<file path="src/rtl/debounce_multi_pkg.sv">
// Shared definitions for the multi-channel button conditioner.
//   - rpt_state_e : per-channel auto-repeat state encoding
//   - clog2_min1  : ceil(log2(value)) clamped to at least 1, used to size
//                   counters that must hold values 0 .. value-1
package debounce_multi_pkg;

    typedef enum logic [1:0] {
        ST_IDLE   = 2'd0,
        ST_HOLD   = 2'd1,
        ST_REPEAT = 2'd2
    } rpt_state_e;

    function automatic int clog2_min1(input int value);
        int width;
        width = 0;
        for (int v = value - 1; v > 0; v = v >> 1) begin
            width++;
        end
        return (width < 1) ? 1 : width;
    endfunction

endpackage

</file>
<file path="src/rtl/debounce_multi_channel.sv">
// One channel of the button conditioner: synchroniser, stability filter,
// debounced level register, press/release pulse generation and the
// auto-repeat state machine.
// Ports:
//   clk           rising-edge clock
//   rst           synchronous active-high reset
//   sig_in        raw asynchronous button input (active-high)
//   repeat_en     enables auto-repeat press pulses while held
//   level_out     debounced level
//   press_pulse   1-cycle pulse on accepted press and on each repeat
//   release_pulse 1-cycle pulse on accepted release
module debounce_multi_channel
    import debounce_multi_pkg::*;
#(
    parameter int SYNC_STAGES   = 2,
    parameter int STABLE_CYCLES = 16,
    parameter int REPEAT_DELAY  = 50000000,
    parameter int REPEAT_PERIOD = 10000000
) (
    input  logic clk,
    input  logic rst,
    input  logic sig_in,
    input  logic repeat_en,
    output logic level_out,
    output logic press_pulse,
    output logic release_pulse
);

    localparam int CNT_W  = clog2_min1(STABLE_CYCLES);
    localparam int RMAX   = (REPEAT_DELAY > REPEAT_PERIOD) ? REPEAT_DELAY : REPEAT_PERIOD;
    localparam int RCNT_W = clog2_min1(RMAX);

    localparam logic [CNT_W-1:0]  CNT_LAST    = CNT_W'(STABLE_CYCLES - 1);
    localparam logic [RCNT_W-1:0] DELAY_LAST  = RCNT_W'(REPEAT_DELAY - 1);
    localparam logic [RCNT_W-1:0] PERIOD_LAST = RCNT_W'(REPEAT_PERIOD - 1);

    logic [SYNC_STAGES-1:0] sync_q, sync_d;
    logic [CNT_W-1:0]       cnt_q, cnt_d;
    logic [RCNT_W-1:0]      rcnt_q, rcnt_d;
    logic                   level_q, level_d;
    logic                   press_q, press_d;
    logic                   release_q, release_d;
    rpt_state_e             state_q, state_d;

    logic                   s;
    logic                   acc_press;
    logic                   acc_release;
    logic [RCNT_W-1:0]      rcnt_last;

    assign s = sync_q[SYNC_STAGES-1];

    always_comb begin
        sync_d      = {sync_q[SYNC_STAGES-2:0], sig_in};
        cnt_d       = cnt_q;
        level_d     = level_q;
        rcnt_d      = rcnt_q;
        state_d     = state_q;
        acc_press   = 1'b0;
        acc_release = 1'b0;
        rcnt_last   = (state_q == ST_HOLD) ? DELAY_LAST : PERIOD_LAST;

        // Stability filter: any sample matching the current level restarts
        // the count, so only an unbroken run of differing samples is accepted.
        if (s != level_q) begin
            if (cnt_q == CNT_LAST) begin
                level_d     = s;
                cnt_d       = '0;
                acc_press   = s;
                acc_release = ~s;
            end else begin
                cnt_d = cnt_q + 1'b1;
            end
        end else begin
            cnt_d = '0;
        end

        press_d   = acc_press;
        release_d = acc_release;

        case (state_q)
            ST_IDLE: begin
                if (acc_press) begin
                    state_d = ST_HOLD;
                    rcnt_d  = '0;
                end
            end
            ST_HOLD, ST_REPEAT: begin
                // Release takes priority over a coincident repeat expiry.
                if (acc_release) begin
                    state_d = ST_IDLE;
                    rcnt_d  = '0;
                end else if (!repeat_en) begin
                    rcnt_d = '0;
                end else if (rcnt_q == rcnt_last) begin
                    press_d = 1'b1;
                    rcnt_d  = '0;
                    state_d = ST_REPEAT;
                end else begin
                    rcnt_d = rcnt_q + 1'b1;
                end
            end
            default: begin
                state_d = ST_IDLE;
                rcnt_d  = '0;
            end
        endcase
    end

    always_ff @(posedge clk) begin
        if (rst) begin
            sync_q    <= '0;
            cnt_q     <= '0;
            rcnt_q    <= '0;
            level_q   <= 1'b0;
            press_q   <= 1'b0;
            release_q <= 1'b0;
            state_q   <= ST_IDLE;
        end else begin
            sync_q    <= sync_d;
            cnt_q     <= cnt_d;
            rcnt_q    <= rcnt_d;
            level_q   <= level_d;
            press_q   <= press_d;
            release_q <= release_d;
            state_q   <= state_d;
        end
    end

    assign level_out     = level_q;
    assign press_pulse   = press_q;
    assign release_pulse = release_q;

endmodule

</file>
<file path="src/rtl/debounce_multi.sv">
// Multi-channel push-button conditioner. Each channel is an independent
// debounce_multi_channel instance sharing clk, rst and repeat_en.
// Ports:
//   clk           rising-edge clock
//   rst           synchronous active-high reset
//   sig_in        [N_CH] raw asynchronous button inputs (active-high)
//   repeat_en     enables auto-repeat on all channels
//   level_out     [N_CH] debounced levels
//   press_pulse   [N_CH] 1-cycle pulses on accepted press and on each repeat
//   release_pulse [N_CH] 1-cycle pulses on accepted release
module debounce_multi
    import debounce_multi_pkg::*;
#(
    parameter int N_CH          = 4,
    parameter int SYNC_STAGES   = 2,
    parameter int STABLE_CYCLES = 16,
    parameter int REPEAT_DELAY  = 50000000,
    parameter int REPEAT_PERIOD = 10000000
) (
    input  logic            clk,
    input  logic            rst,
    input  logic [N_CH-1:0] sig_in,
    input  logic            repeat_en,
    output logic [N_CH-1:0] level_out,
    output logic [N_CH-1:0] press_pulse,
    output logic [N_CH-1:0] release_pulse
);

    for (genvar i = 0; i < N_CH; i++) begin : g_ch
        debounce_multi_channel #(
            .SYNC_STAGES  (SYNC_STAGES),
            .STABLE_CYCLES(STABLE_CYCLES),
            .REPEAT_DELAY (REPEAT_DELAY),
            .REPEAT_PERIOD(REPEAT_PERIOD)
        ) u_ch (
            .clk          (clk),
            .rst          (rst),
            .sig_in       (sig_in[i]),
            .repeat_en    (repeat_en),
            .level_out    (level_out[i]),
            .press_pulse  (press_pulse[i]),
            .release_pulse(release_pulse[i])
        );
    end

endmodule

</file>
<file path="config.mk">
export PLATFORM = sky130hd
export DESIGN_NAME = debounce_multi
export DESIGN_NICKNAME = d
export VERILOG_FILES = /design/src/rtl/debounce_multi_pkg.sv /design/src/rtl/debounce_multi_channel.sv /design/src/rtl/debounce_multi.sv
export SDC_FILE = /design/constraint.sdc
export NUM_CORES = 1
export LEC_CHECK = 0
export ABC_AREA = 1
export CORE_MARGIN = 5
export CORE_UTILIZATION = 60
export DETAILED_ROUTE_END_ITERATION = 7
export HOLD_SLACK_MARGIN = 0.15
export PLACE_DENSITY_LB_ADDON = 0.3
export REMOVE_ABC_BUFFERS = 1
export SYNTH_ARGS = -nofsm -noshare
export SYNTH_HDL_FRONTEND = slang
export SYNTH_SLANG_ARGS = --single-unit
</file>
<file path="constraint.sdc">
create_clock -name clk -period 3 [get_ports clk]
set_clock_uncertainty 0.1 [all_clocks]
set_input_delay 0.3 -clock clk [delete_from_list [all_inputs] [get_ports clk]]
set_output_delay 0.3 -clock clk [all_outputs]
set_load 0.03 [all_outputs]
</file>
==> results of run 1 <==
routing by layer:
metal	track usage, %	vias up	wire length (um)
li1	-	4071	-
met1	30.8	3583	8770
met2	38.9	261	8910
met3	5.04	43	1050
met4	9.30	0	450
met5	0	-	0
metrics by stage:
step | cells | util [%]
5_1_grt | 1473 | 67.2
6_report | 1473 | 67.2
4_1_cts | 1473 | 67.2
3_3_place_gp | 1444 | 62.5
2_1_floorplan | 1238 | -
3_5_place_dp | 1444 | 62.5
final timing paths:
check / from / end / cells after the start
hold / removal: sig_in[3] / g_ch[3].u_ch.sync_q[0] / 3
hold reg to reg: g_ch[2].u_ch.sync_q[0] / g_ch[2].u_ch.sync_q[1] / 2
setup / recovery: g_ch[3].u_ch.state_q[1] / g_ch[3].u_ch.rcnt_q[25] / 11
setup reg to reg: g_ch[3].u_ch.state_q[1] / g_ch[3].u_ch.rcnt_q[25] / 11
cells in the final DEF, fill, tap and decap left out, types with 6 or more instances in the layout:
| master | netlist | final |
|---|---|---|
| bufinv_16 | 0 | 6 |
| xnor2_1 | 9 | 9 |
| nor3_1 | 49 | 49 |
| nand2_1 | 280 | 280 |
| dfxtp_1 | 148 | 148 |
| nand4_1 | 38 | 38 |
| inv_1 | 166 | 166 |
| nand3_1 | 107 | 107 |
| xor2_1 | 24 | 24 |
| buf_4 | 14 | 8 |
| a21oi_1 | 44 | 44 |
| nor2_4 | 6 | 6 |
| nor2_2 | 10 | 10 |
| o21ai_0 | 22 | 22 |
| ha_1 | 24 | 24 |
| clkbuf_16 | 0 | 17 |
| nor4_1 | 6 | 6 |
| nor2_1 | 244 | 244 |
| o22ai_1 | 6 | 6 |
| clkdlybuf4s50_1 | 0 | 18 |
| a31oi_1 | 7 | 7 |
power breakdown:
group / switching (mW) / internal (mW)
sequential: 0.00286 / 1.97
combinational: 0.0534 / 0.0204
clock: 0.803 / 1.59
total: 0.860 / 3.58
cell families (layout without fill, tap and decap cells):
family	Yosys count	after routing	share of synthesized area (%)
AO/OA/AOI/OAI	94	94	6.67
XOR/XNOR	33	33	3.45
adder cells (fa/ha/maj)	24	24	3.59
buffers and inverters	205	226	10.4
flip-flops	148	148	35.4
AND/OR/NAND/NOR	768	768	40.5
registers in the layout, summed over array words and instances (netlist names):
register                 count
g_ch.u_ch.rcnt_q           104
g_ch.u_ch.cnt_q             16
g_ch.u_ch.state_q            8
g_ch.u_ch.sync_q             8
g_ch.u_ch.level_out          4
g_ch.u_ch.press_pulse        4
g_ch.u_ch.release_pulse      4
worst max-delay path: stages, from the launching register on:
cell and delay (ps):
dfxtp_1 330, inv_1 110, ha_1 230, nand2_1 70
o21ai_0 190, nand2_1 80, nor2_1 140, nand2_1 100
nand2_1 70, nand2_1 100, nand2_1 590, nor2_1 130
layout make-up:
| class | instances | area, sq um | area share [%] |
|---|---|---|---|
| sequential | 148 | 2960 | 32.0 |
| clock buffer | 20 | 457 | 4.93 |
| multi-input combinational | 919 | 4530 | 48.9 |
| timing repair buffer | 26 | 240 | 2.59 |
| clock inverter | 9 | 201 | 2.18 |
| inverter | 171 | 642 | 6.93 |
| tap | 180 | 225 | 2.43 |
==> results.cfg, run 1 <==
[floorplan]
fp.dieArea_sq_mm = 0.0164
die_y_um = 128
die_w_um = 128
rows = 43
start_util_pct = 60.8
io_pins = 19
core_area_sq_mm = 0.0138

[route]
wl_um = 19200
drt_first_pass_iters = 7
drcViolationCount = 0
ant_nets = 0
vias = 7958
first_iter_violations = 718
drt-wirelength-per-cell_um = 13.0
viasPerCell = 5.40

[power_and_ir_drop]
p_per_area_mw_per_mm2 = 480
vdd_drop_max_uv = 406
p_leak_nw = 3.56
p_total_mw = 4.44

[timing]
setup_ws_ps = 632
slew_headroom_pct = 50.3
period_share_pct = 78.9
drv_slew = 0
hold_slack_ps = 293
finalSetupTns_ps = 0
hold_viol = 0
period_needed_ps = 2370
timing.fmax_mhz = 422
grt_setup_unrepaired = no
worstMarginPinSlew_ps = 744
finalSetupViolations = 0

[clocking]
cts.repair.resized = 0
ctsHtreeMaxLevel = 4
clkTransAtPathRegs_ps = 60
cts_hold_buf = 0
post_cts_buffers = 0
cts-buffers-inserted = 17
cts_sinks = 148
clk_latency_ps = 420
clockBufferDepth = 2
root_buffer = clkbuf_16
cts_tree = done

[setup_path]
path_class = reg -> reg
cp.arrival_ps = 2540
r2r_setup_slack_ps = 630
cp.required_ps = 3170
cp-end-kind = flip-flop
crit_fanout = 21
cp-start-kind = flip-flop

[global_route]
grt_pass1_vias = 7164
overflow = 0
grt_first_pass_wirelength_um = 32200
antenna_found_initial = 0
grt_max_degree = 34
grt_use_total_pct = 23.8

[logic_synthesis]
yosysMostFrequentCell = nand2_1
synth_top_area_share_pct = 35.4
synth_top_flop_cell = dfxtp_1
postSynthAreaPerCell_sq_um = 6.58
ys_ff_latch = 148
async_reset_ff_share_pct = 0
synth_cell_types = 41
ys.warnings.count = 0
ys_seq_area_share_pct = 35.4
synth_edf_count = 0
synthTopCellsByArea = dfxtp_1, nand2_1, nor2_1
synthTopCellsByCount = nand2_1, nor2_1, inv_1, dfxtp_1, nand3_1
synth_area_leader_cell = dfxtp_1
syn_area_sq_mm = 0.00837
synthCells = 1272

[placement]
portBuffers = 18
place_area_sq_mm = 0.00860
hpwl_um = 13500
preCtsSetupSlack_ps = 577
gp_congestion = 0.992

[final_layout]
areaGrowthSynthToFinish_pct = 10.7
fillers = 1237
antenna_cells = 0
nets = 1314
drive_gt1_share_pct = 6.26
stdcell_area_sq_mm = 0.00926

[run_status]
status = completed

[min_path]
worstHoldPathType = in -> reg

[job]
drv_cap = 0
Power figures use the tool's default switching activity.
==> run 2: changes to the inputs <==
CORE_UTILIZATION = 57   (was 60)
clock period = 2.1 ns   (was 3 ns; I/O delays follow)
==> run 2 against run 1 <==
Effect of this change: count of clock-buffer cells in the layout is 3 higher; global-route usage is 1.4 points lower; core utilization is 1.7 points lower; critical path type unchanged; largest power group unchanged.
==> results.cfg, run 2 (synthesis gave the netlist of run 1 again) <==
[global_route]
grt_pass1_vias = 7210
grt_use_total_pct = 22.4
overflow = 0
grt_max_degree = 42
grt_first_pass_wirelength_um = 33000
antenna_found_initial = 0

[power_and_ir_drop]
pwr-share-clk_pct = 53.1
p_per_area_mw_per_mm2 = 660
switchingPower_mw = 1.24
combinationalPowerShare_pct = 1.9
p_leak_nw = 3.64
p_total_mw = 6.27
switching_share_pct = 19.8
internal_power_mw = 5.03
pwr-share-seq_pct = 45.0
vdd_drop_max_uv = 609

[floorplan]
io_pins = 19
die_y_um = 131
fp.dieArea_sq_mm = 0.0172
start_util_pct = 57.8
die_w_um = 131
rows = 44
core_area_sq_mm = 0.0145

[placement]
dp_cells = 1457
hpwl_um = 13800
gp_congestion = 0.937
place_area_sq_mm = 0.00874
portBuffers = 18

[setup_path]
cp.required_ps = 2300
cp.arrival_ps = 2170
crit_chain = inv_1, ha_1, nor2_1, nand2_1, nand2_1, nand2_1, nor2_1, nand2_2, nand2_2, nand2_4, nand2_8, nor3_1
critical_path.slowest_cell = dfxtp_1
r2r_cells = 12
crit_fanout = 17
max_stage_delay_ps = 370
path_class = reg -> reg
cp-end-kind = flip-flop
cp-start-kind = flip-flop
timing.critical_path.mode_cell = nand2_1

[clocking]
cts-buffers-inserted = 17
clkTransAtPathRegs_ps = 60
cts_tree = done
cts_hold_buf = 0
cts_sinks = 148
clk_latency_ps = 420
clockBufferDepth = 2
root_buffer = clkbuf_16
ctsHtreeMaxLevel = 4

[route]
drcViolationCount = 0
ant_nets = 0
drt-wirelength-per-cell_um = 12.9
first_iter_violations = 796
drt_first_pass_iters = 6
wl_um = 19300
viasPerCell = 5.36
vias = 8024

[final_layout]
fin_util_pct = 65.5
multi_input_area_sq_mm = 0.00459
regArea_sq_mm = 0.00296
final_cells = 1496
layout_commonest_cell = nand2_1
largest_reg_flops = 104
stdcell_area_sq_mm = 0.00949
fillers = 1238
final_cell_mix = nand2_1, nor2_1, inv_1, dfxtp_1, nand3_1
drive_gt1_share_pct = 8.23
nets = 1330
top_register = g_ch.u_ch.rcnt_q
areaGrowthSynthToFinish_pct = 13.4
antenna_cells = 0
top_regs = g_ch.u_ch.rcnt_q: 104 flops, g_ch.u_ch.cnt_q: 16 flops

[timing]
finalSetupViolations = 0
period_share_pct = 93.8
slew_headroom_pct = 71.5
drv_slew = 0
period_needed_ps = 1970
hold_viol = 0
worstMarginPinSlew_ps = 425
timing.fmax_mhz = 508

[min_path]
hold_depth = 3
worstHoldPathType = in -> reg

[job]
drv_cap = 0

[run_status]
status = completed
run 2: cell count changes in the layout (fill, tap and decap cells not counted), sizes merged:
cell and delta:
buf +16, inv -1, clkinv +1, clkinvlp +1, clkbuf +3, bufinv -1
run 2: final cells by class:
cell class              count  area share [%]
multi-input cells         919            48.3
clock buffers              23            4.93
clock inverters             9            1.85
well taps                 184            2.43
repair buffers             42            4.46
flip-flops and latches    148            31.2
inverters                 171            6.77
run 2: power by group through the flow:
stage / Clock [mW] / Combinational (mW) / Sequential (mW)
after floorplan: 0 / 0.0548 / 2.88
final: 3.33 / 0.118 / 2.82
after CTS: 3.38 / 0.115 / 2.82
after detailed placement: 0 / 0.115 / 2.88
after global placement: 0 / 0.113 / 2.88
after global routing: 3.51 / 0.131 / 2.82
run 2: final timing paths:
kind | from | slack (ps) | end
max | g_ch[1].u_ch.state_q[1] | 130 | g_ch[1].u_ch.rcnt_q[5]
min | sig_in[3] | 200 | g_ch[3].u_ch.sync_q[0]
max reg2reg | g_ch[1].u_ch.state_q[1] | 130 | g_ch[1].u_ch.rcnt_q[5]
min reg2reg | g_ch[3].u_ch.sync_q[0] | 300 | g_ch[3].u_ch.sync_q[1]
run 2: what timing repair did:
action	CTS	global route
resized for setup	0	15
endpoints found under the setup margin	0	48
setup buffers	0	7
run 2: critical path, delay by kind of cell, from the launching register on:
| family | cells | cell delay (ps) |
|---|---|---|
| simple gates | 10 | 1040 |
| flops | 1 | 370 |
| fa+ha+maj | 1 | 240 |
| buf+inv | 1 | 90 |
run 2: routing by layer:
| metal | track usage, % | vias up | part of all wire [%] |
|---|---|---|---|
| li1 | - | 4110 | - |
| met1 | 30.6 | 3657 | 47 |
| met2 | 35.9 | 234 | 46 |
| met3 | 4.97 | 23 | 5.3 |
| met4 | 6.06 | 0 | 1.0 |
| met5 | 0 | - | 0 |
run 2: through the flow:
stage / worst slack, ps / TNS [ps] / hold slack [ps]
finish: 130 / 0 / 198
global route: -18.6 / -50.8 / 187
CTS: 76.9 / 0 / 182
detailed placement: 128 / 0 / 295
global placement: 161 / 0 / 289
floorplan: 12.8 / 0 / 179
